--- src/rtl/pwm_pkg.sv ---
// Shared definitions for the PWM generator and its command/ramp stage.
package pwm_pkg;

    localparam int unsigned PWM_CNT_WIDTH = 16;

    typedef enum logic [1:0] {
        ST_IDLE,
        ST_RAMP,
        ST_HOLD,
        ST_DECEL
    } pwm_state_e;

endpackage

--- src/rtl/pwm_tick_gen.sv ---
// Interval prescaler: fires one tick every interval+1 cycles while run is high.
module pwm_tick_gen #(
    parameter int unsigned C_TICK_WIDTH = 16
) (
    input  logic                    clk,
    input  logic                    resetn,
    input  logic                    run,
    input  logic [C_TICK_WIDTH-1:0] interval,
    output logic                    tick
);

    localparam logic [C_TICK_WIDTH-1:0] ONE = C_TICK_WIDTH'(1);

    logic [C_TICK_WIDTH-1:0] cnt_q;
    logic [C_TICK_WIDTH-1:0] cnt_d;

    assign tick = run && (cnt_q == interval);

    always_comb begin
        cnt_d = cnt_q + ONE;
        if (!run || tick) begin
            cnt_d = '0;
        end
    end

    always_ff @(posedge clk or negedge resetn) begin
        if (!resetn) begin
            cnt_q <= '0;
        end else begin
            cnt_q <= cnt_d;
        end
    end

endmodule

--- src/rtl/pwm_ramp_ctl.sv ---
// Command stage ahead of the PWM generator: accepts duty/period commands and
// slews the numerator toward the target, ramping to zero before disabling.
module pwm_ramp_ctl
    import pwm_pkg::*;
#(
    parameter int unsigned C_PWM_CNT_WIDTH = PWM_CNT_WIDTH,
    parameter int unsigned C_STEP_WIDTH    = 8,
    parameter int unsigned C_TICK_WIDTH    = 16
) (
    input  logic                       clk,
    input  logic                       resetn,
    input  logic                       s_valid,
    output logic                       s_ready,
    input  logic [C_PWM_CNT_WIDTH-1:0] s_target,
    input  logic [C_PWM_CNT_WIDTH-1:0] s_denominator,
    input  logic [C_STEP_WIDTH-1:0]    step,
    input  logic [C_TICK_WIDTH-1:0]    interval,
    input  logic                       stop,
    output logic                       en,
    output logic [C_PWM_CNT_WIDTH-1:0] numerator,
    output logic [C_PWM_CNT_WIDTH-1:0] denominator,
    output logic                       busy,
    output logic                       done
);

    localparam int unsigned W  = C_PWM_CNT_WIDTH;
    localparam int unsigned WX = C_PWM_CNT_WIDTH + 1;

    pwm_state_e state_q, state_d;
    logic         en_q, en_d;
    logic [W-1:0] num_q, num_d;
    logic [W-1:0] den_q, den_d;
    logic [W-1:0] tgt_q, tgt_d;
    logic         done_q, done_d;

    logic          accept;
    logic          run;
    logic          tick;
    logic [W-1:0]  tgt_clamp;
    logic [W-1:0]  num_clamp;
    logic [WX-1:0] step_x;
    logic [W-1:0]  step_n;
    logic          ramp_up;
    logic [WX-1:0] diff_x;
    logic          ramp_snap;
    logic          decel_snap;

    assign s_ready = ((state_q == ST_IDLE) || (state_q == ST_HOLD)) && !stop;
    assign accept  = s_valid && s_ready;

    // Stop in RAMP holds the prescaler at 0 for that cycle so DECEL starts a fresh interval.
    assign run = ((state_q == ST_RAMP) && !stop) || (state_q == ST_DECEL);

    pwm_tick_gen #(
        .C_TICK_WIDTH(C_TICK_WIDTH)
    ) u_tick (
        .clk     (clk),
        .resetn  (resetn),
        .run     (run),
        .interval(interval),
        .tick    (tick)
    );

    assign tgt_clamp = (s_target > s_denominator) ? s_denominator : s_target;
    assign num_clamp = (num_q > s_denominator) ? s_denominator : num_q;

    assign step_x     = WX'(step);
    assign step_n     = W'(step);
    assign ramp_up    = (tgt_q >= num_q);
    assign diff_x     = ramp_up ? ({1'b0, tgt_q} - {1'b0, num_q})
                                : ({1'b0, num_q} - {1'b0, tgt_q});
    assign ramp_snap  = (step_x == '0) || (diff_x <= step_x);
    assign decel_snap = (step_x == '0) || ({1'b0, num_q} <= step_x);

    always_comb begin
        state_d = state_q;
        en_d    = en_q;
        num_d   = num_q;
        den_d   = den_q;
        tgt_d   = tgt_q;
        done_d  = 1'b0;

        unique case (state_q)
            ST_IDLE: begin
                if (accept) begin
                    den_d = s_denominator;
                    tgt_d = tgt_clamp;
                    num_d = '0;
                    en_d  = 1'b1;
                    if (tgt_clamp == '0) begin
                        state_d = ST_HOLD;
                        done_d  = 1'b1;
                    end else begin
                        state_d = ST_RAMP;
                    end
                end
            end
            ST_HOLD: begin
                if (stop) begin
                    state_d = ST_DECEL;
                    tgt_d   = '0;
                end else if (accept) begin
                    den_d = s_denominator;
                    tgt_d = tgt_clamp;
                    num_d = num_clamp;
                    if (num_clamp == tgt_clamp) begin
                        done_d = 1'b1;
                    end else begin
                        state_d = ST_RAMP;
                    end
                end
            end
            ST_RAMP: begin
                if (stop) begin
                    state_d = ST_DECEL;
                    tgt_d   = '0;
                end else if (tick) begin
                    if (ramp_snap) begin
                        num_d   = tgt_q;
                        state_d = ST_HOLD;
                        done_d  = 1'b1;
                    end else if (ramp_up) begin
                        num_d = num_q + step_n;
                    end else begin
                        num_d = num_q - step_n;
                    end
                end
            end
            ST_DECEL: begin
                if (num_q == '0) begin
                    en_d    = 1'b0;
                    state_d = ST_IDLE;
                    done_d  = 1'b1;
                end else if (tick) begin
                    num_d = decel_snap ? '0 : (num_q - step_n);
                end
            end
            default: begin
                state_d = ST_IDLE;
            end
        endcase
    end

    always_ff @(posedge clk or negedge resetn) begin
        if (!resetn) begin
            state_q <= ST_IDLE;
            en_q    <= 1'b0;
            num_q   <= '0;
            den_q   <= '0;
            tgt_q   <= '0;
            done_q  <= 1'b0;
        end else begin
            state_q <= state_d;
            en_q    <= en_d;
            num_q   <= num_d;
            den_q   <= den_d;
            tgt_q   <= tgt_d;
            done_q  <= done_d;
        end
    end

    assign en          = en_q;
    assign numerator   = num_q;
    assign denominator = den_q;
    assign busy        = (state_q == ST_RAMP) || (state_q == ST_DECEL);
    assign done        = done_q;

endmodule
--- config.mk ---
export PLATFORM = sky130hd
export DESIGN_NAME = pwm_ramp_ctl
export DESIGN_NICKNAME = d
export VERILOG_FILES = /design/src/rtl/pwm_pkg.sv /design/src/rtl/pwm_tick_gen.sv /design/src/rtl/pwm_ramp_ctl.sv
export SDC_FILE = /design/constraint.sdc
export NUM_CORES = 1
export LEC_CHECK = 0
export CELL_PAD_IN_SITES_DETAIL_PLACEMENT = 1
export CELL_PAD_IN_SITES_GLOBAL_PLACEMENT = 1
export CORE_ASPECT_RATIO = 0.6
export CORE_MARGIN = 2
export CORE_UTILIZATION = 43
export DETAILED_ROUTE_END_ITERATION = 10
export PLACE_DENSITY = 0.8
export SYNTH_ARGS = -nofsm -noshare
export SYNTH_HDL_FRONTEND = slang
export SYNTH_SLANG_ARGS = --single-unit
export TNS_END_PERCENT = 100
--- constraint.sdc ---
create_clock -name clk -period 7.4 [get_ports clk]
set_clock_uncertainty 0.05 [all_clocks]
set_input_delay 1.48 -clock clk [delete_from_list [all_inputs] [get_ports clk]]
set_output_delay 1.48 -clock clk [all_outputs]
set_load 0.05 [all_outputs]
======== After elaboration in Yosys (flattened, before gate mapping) ========
Index checks and enable logic that the tools add are counted.
word-level totals
  register bits ........................... 68
  output and inout bits ................... 36
  word-level logic and storage cells ...... 104
cells by class
  $add $sub $neg .......................... 5
  magnitude comparators ................... 5
  equality and inequality tests ........... 18
  mux-type cells .......................... 45
  reduce and logical (&&, ||, !) cells .... 24
operators by type and width
  kind                                           count
  two-way mux 16 bit                             18
  one-hot mux 16 bit (4 select lines)            1
  one-hot mux 16 bit (3 select lines)            1
  subtractor 16 x 16 -> 17 bit                   2
  equality test 16 bit                           2
  greater-than comparator 16 bit                 2
  zero test 16 bit                               2
  one-hot mux 16 bit (2 select lines)            1
  two-way mux 2 bit                              9
  less-or-equal comparator 17 x 8 -> 1 bit       1
  zero test 17 bit                               1
  two-way mux 17 bit                             1
  adder 16 x 1 -> 16 bit, second input constant  1
  adder 16 x 8 -> 16 bit                         1
  >= comparator 16 bit                           1
  less-or-equal comparator 16 x 8 -> 1 bit       1
  subtractor 16 x 8 -> 16 bit                    1
  inequality test 2 bit, second input constant   7
  two-way mux 1 bit                              11
  inequality test 3 bit, second input constant   3
  one-hot mux 2 bit (4 select lines)             1
  AND reduction 7 bit                            1
  logical OR 1 bit                               6
  AND reduction 6 bit                            1
  13 further kinds                               21

======== Depth between registers and ports, before layout ========
  depth in word-level cells ............... 8
  gate-level depth with buffers ........... 27

======== By module ========
From an unflattened synthesis, not the netlist that was laid out.
unflattened totals
  cell total of the unflattened synthesis .. 1092
  area total of the unflattened synthesis .. 8544.4 um2
by module, submodules not included
  module        times used  cells each  area each (um2)  sequential area each (um2)
  pwm_ramp_ctl  1           992         7561.0           1301.2
  pwm_tick_gen  1           100         983.4            400.4

======== Least setup slack after synthesis ========
No wires, ideal clock.
  path type ............................... register to register
  start ................................... register num_q[8], in the netlist numerator[8]
  end ..................................... register num_q[0], in the netlist numerator[0]
  setup time .............................. 0.121 ns
  data arrival time ....................... 5.502 ns
  required time ........................... 7.229 ns
  slack ................................... 1.727 ns
  stages on the path, launching flop included .. 27
  buffers on the path ..................... 4
  clock period less this slack ............ 5.673 ns
  path through ............................ dfrtp_1 clkbuf_1 inv_1 ha_1 clkbuf_1 a21oi_1 o21ai_0 nand2_1 a31o_1 nand2_2 buf_1 clkbuf_1 nor2_1 o21ai_0 nand3_1 xor2_1 ha_1 nand4_1 nor2_1 o31a_1 o21ai_0 a21oi_1 nor4_4 nand3_1 mux2_1 a21oi_1 nor2_1
between the ends
  longest elaborated chain between the ends .. 8
  elaborated cells between the ends (all ways) .. 23
  those cells by class .................... add/sub (2); order compare (4); eq/ne (1); mux (12); reduce/logical (4)
RTL lines
  element                                                     line                 source
  start: declaration                                          pwm_ramp_ctl.sv:31   logic [W-1:0] num_q, num_d;
  start signal: assignment                                    pwm_ramp_ctl.sv:155  num_q <= num_d;
  subtractor 16 x 16 -> 17 bit, or another cell as far along  pwm_ramp_ctl.sv:71   : ({1'b0, num_q} - {1'b0, tgt_q});
  two-way mux 17 bit                                          pwm_ramp_ctl.sv:70   assign diff_x = ramp_up ? ({1'b0, tgt_q} - {1'b0, num_q})
  less-or-equal comparator 17 x 8 -> 1 bit                    pwm_ramp_ctl.sv:72   assign ramp_snap = (step_x == '0) || (diff_x <= step_x);
  logical OR 1 bit                                            pwm_ramp_ctl.sv:72
  two-way mux 16 bit                                          pwm_ramp_ctl.sv:118  if (ramp_snap) begin
  two-way mux 16 bit                                          pwm_ramp_ctl.sv:117  end else if (tick) begin
  two-way mux 16 bit                                          pwm_ramp_ctl.sv:114  if (stop) begin
  one-hot mux 16 bit (4 select lines)                         pwm_ramp_ctl.sv:83   unique case (state_q)
Parallel ways exist; a longest one is shown, timed or not. The select of a mux whose other input is x is not followed.
A chain may end at the register's enable or synchronous reset.

======== Worst setup path after layout ========
  start ................................... input port s_denominator[12]
  end ..................................... register state_q[1]
between the ends
  longest elaborated chain between the ends .. 6
  elaborated cells between the ends (all ways) .. 11
  those cells by class .................... order compare (2); eq/ne (2); mux (5); reduce/logical (2)
RTL lines
  element                             line                 source
  start: declaration                  pwm_ramp_ctl.sv:15   input logic [C_PWM_CNT_WIDTH-1:0] s_denominator,
  greater-than comparator 16 bit      pwm_ramp_ctl.sv:64   assign tgt_clamp = (s_target > s_denominator) ? s_denominator : s_target;
  two-way mux 16 bit                  pwm_ramp_ctl.sv:64
  zero test 16 bit                    pwm_ramp_ctl.sv:90   if (tgt_clamp == '0) begin
  two-way mux 2 bit                   pwm_ramp_ctl.sv:90
  two-way mux 2 bit                   pwm_ramp_ctl.sv:85   if (accept) begin
  one-hot mux 2 bit (4 select lines)  pwm_ramp_ctl.sv:83
  end signal: assignment              pwm_ramp_ctl.sv:153  state_q <= state_d;
  end: declaration                    pwm_ramp_ctl.sv:29   pwm_state_e state_q, state_d;
Parallel ways exist; a longest one is shown, timed or not. The select of a mux whose other input is x is not followed.

==> impl_results.md <==
* Avg WL per Cell at 24.1 um
* Synth cell count leaders: nand2_1 (113), o21ai_0 (110), ha_1 (94)
* PD cells at 520 nW/um^2
* Synth top area share at 0.195
* Crit-path slowest cell: a31oi_4
* Number of nets in the layout at about 1400
* Synthesis-stage register bit count at 68
* 1st-pass router iterations at 5
* Final hold vios at 0
* Worst Hold Class: reg2reg
* RSZ-0062 raised after global routing: false
* # fillers at 2479
* Distinct cells, synth at 78
* Buf+Inv Stages, Crit Path at 2
* Seq/Total Area, Yosys at 0.195
* Port buffer count at 95
* Die Wd at 188 um
* Post-synth EDFFs at 0
* Setup TNS at 0 ns
* Synth async-reset ratio at 1.00
* Vias at 9691
* Top-count cell post-synth: nand2_1
* Slew Viols, Final at 0
* DRC at 0
* Register clock-pin slew on the reported worst setup and hold paths at 0.06 ns
* TritonCTS Sinks at 68
* Util after Layout at 0.516
* Setup WS post-layout at approximately 0.73 ns
* Post-Place Worst Slack at 0.709 ns
* Cell taking the most area after synthesis: dfrtp_1
* Worst-Margin Slew at 1.20 ns
* Crit-path cells: clkdlybuf4s50_1 > inv_1 > ha_1 > nand4_2 > or4_4 > a21o_1 > a31oi_4 > a32oi_1 > nand3_1 > nand4_1 > nor4_2 > a21oi_1 > o211ai_2 > mux2_1
* Number of global-route vias before repair at 9607
* Ys flop type: dfrtp_1
* Total grt overflow at 0
* Static Leak at 0.00433 uW
* Post-route ant nets at 0
* Non-filler cells, final at between 1500 and 2000
* Inserted Diodes at 0
* Worst skew pair latency at 0.35 ns
* Run status: completed
* CTS Buffer Depth at 2
* PnR Total Power at 5360 uW
* Root buffer cell: clkbuf_16
* Top post-synthesis cells by area: dfrtp_1 (19%), ha_1 (13%), o21ai_0 (6.3%)
* Maxcap violations at 0
* Placed Cells at 1495
* Routed WL at roughly 36000 um
* Area of the core at roughly 20000 um^2
* CP peak stage delay at 0.83 ns
* GPL Wtd Cong at 0.997
* H-tree depth at 3
* Area grow syn2layout at 18.1%
* Synthesized area per cell at 7.48 um^2
* Syn_nets at 1326
* Worst-path fanout max at 33
* Worst IR drop on VDD at 329 uV
* Syn. warnings at 0
* Gr usage total at 0.342
* Tmin final at about 6.7 ns
* Largest net degree at the start of global routing at 69
* Hold Buf Count CTS at 0
* Post-CTS Setup Repair Bufs at 0
* WP data arrival at 6.85 ns
* CTS tree: done
* IO Count at 96
* Synthesized area at roughly 8700 um^2
* Worst rel slew slack at 0.195
* Synth Instances at 1168
* Die height at 114 um
* Initial Util at 0.437
* Setup CP Type: in2reg
* Fmax at between 0.1 and 0.15 GHz
* Worst setup SP type: primary input
* Post-CTS resize count at 0
* Drt initial violations at 995
* Via/cell ratio at ~6.4
* Final period utilization at 0.901
* Initial antenna violation count at 0
* Site Rows at 40
* Worst EP required at approximately 7.6 ns
* DP HPWL at 28500 um
* Crit. End Element: flop
* Share of cells above drive strength 1 at 0.0477
* # setup viols final at 0
* Full die area at 21500 um^2
* First-pass GRT wire length at 56800 um
* CTS Buf Count at 9
* Top cell family by delay on the critical path: simple AND/OR/NAND/NOR gates
## where the power goes
| part | internal (uW) | switching, uW |
|---|---|---|
| sequential | 503 | 156 |
| clock | 366 | 188 |
| combinational | 1420 | 2730 |
| total | 2290 | 3070 |
## worst min-delay path: cells and delay by family (launching register included)
family	cells	cell delay, ns
flops	1	0.34
simple gates	1	0.05
compound gates	1	0.06
## placed cells by master, fill, tap and decap left out, types with 6 or more instances in the layout
master / n
nand4_1: 29
clkbuf_16: 9
o21a_1: 7
and2_1: 15
nor2b_1: 8
a32oi_1: 12
clkdlybuf4s50_1: 94
a21oi_1: 73
nand3_1: 49
a211oi_1: 15
nor4_1: 17
mux2i_1: 23
o21ai_1: 6
a31oi_1: 33
and3_1: 13
nor3_1: 33
a21o_1: 12
xnor2_1: 49
ha_1: 94
buf_4: 21
o21ai_0: 109
a311oi_1: 6
nor2_1: 87
o2111ai_1: 7
inv_1: 79
xor2_1: 32
nand2_1: 113
or3_1: 8
dfrtp_1: 68
a22oi_1: 10
o211ai_1: 18
## through the flow
stage / hold slack [ns] / instance area [um^2]
after floorplan: 0.425 / 8730
after global placement: 0.421 / 9940
after detailed placement: 0.424 / 9940
after CTS: 0.438 / 10300
after global routing: 0.477 / 10300
final: 0.437 / 10300
## worst paths after layout
check	slack (ns)	startpoint	end	depth (start not counted)
min	0.44	denominator[7]	denominator[7]	2
max reg2reg	0.91	numerator[3]	numerator[0]	22
max in group asynchronous	5.47	resetn	tgt_q[5]	1
min reg2reg	0.44	denominator[7]	denominator[7]	2
max	0.73	s_denominator[12]	state_q[1]	14
min in group asynchronous	1.22	resetn	en	1
## state kept, by name, indices dropped and copies added (netlist names)
name / cells
u_tick.cnt_q: 16
done: 1
tgt_q: 16
numerator: 16
en: 1
state_q: 2
denominator: 16
## kinds of logic (layout without fill, tap and decap cells)
family | Yosys count | after routing | synth area share
and+or+nand+nor | 392 | 392 | 0.218
AOI/OAI and AO/OA | 362 | 362 | 0.268
buffers and inverters | 141 | 211 | 0.0636
adders and majority gates | 98 | 98 | 0.144
xor gates and xnor gates | 81 | 81 | 0.0813
DFF | 68 | 68 | 0.195
muxes | 26 | 26 | 0.0302
## layer usage
layer | wire, um | global-route usage | share of wire | up-vias
met5 | 0 | 0 | 0 | -
met3 | 3220 | 0.0656 | 0.088 | 30
met2 | 15000 | 0.500 | 0.41 | 443
met4 | 319 | 0.0535 | 0.0088 | 0
met1 | 17800 | 0.524 | 0.49 | 4824
li1 | - | - | - | 4394
## layout make-up
class                      instances  area [um^2]  area share
multi-input combinational        959         6500       0.630
sequential                        68         1700       0.165
timing repair buffer             115         1100       0.107
tap                              273          342      0.0331
inverter                          80          300      0.0291
clock buffer                       9          225      0.0218
clock inverter                     7          146      0.0142
No activity file was read; power rests on OpenSTA's default activity.
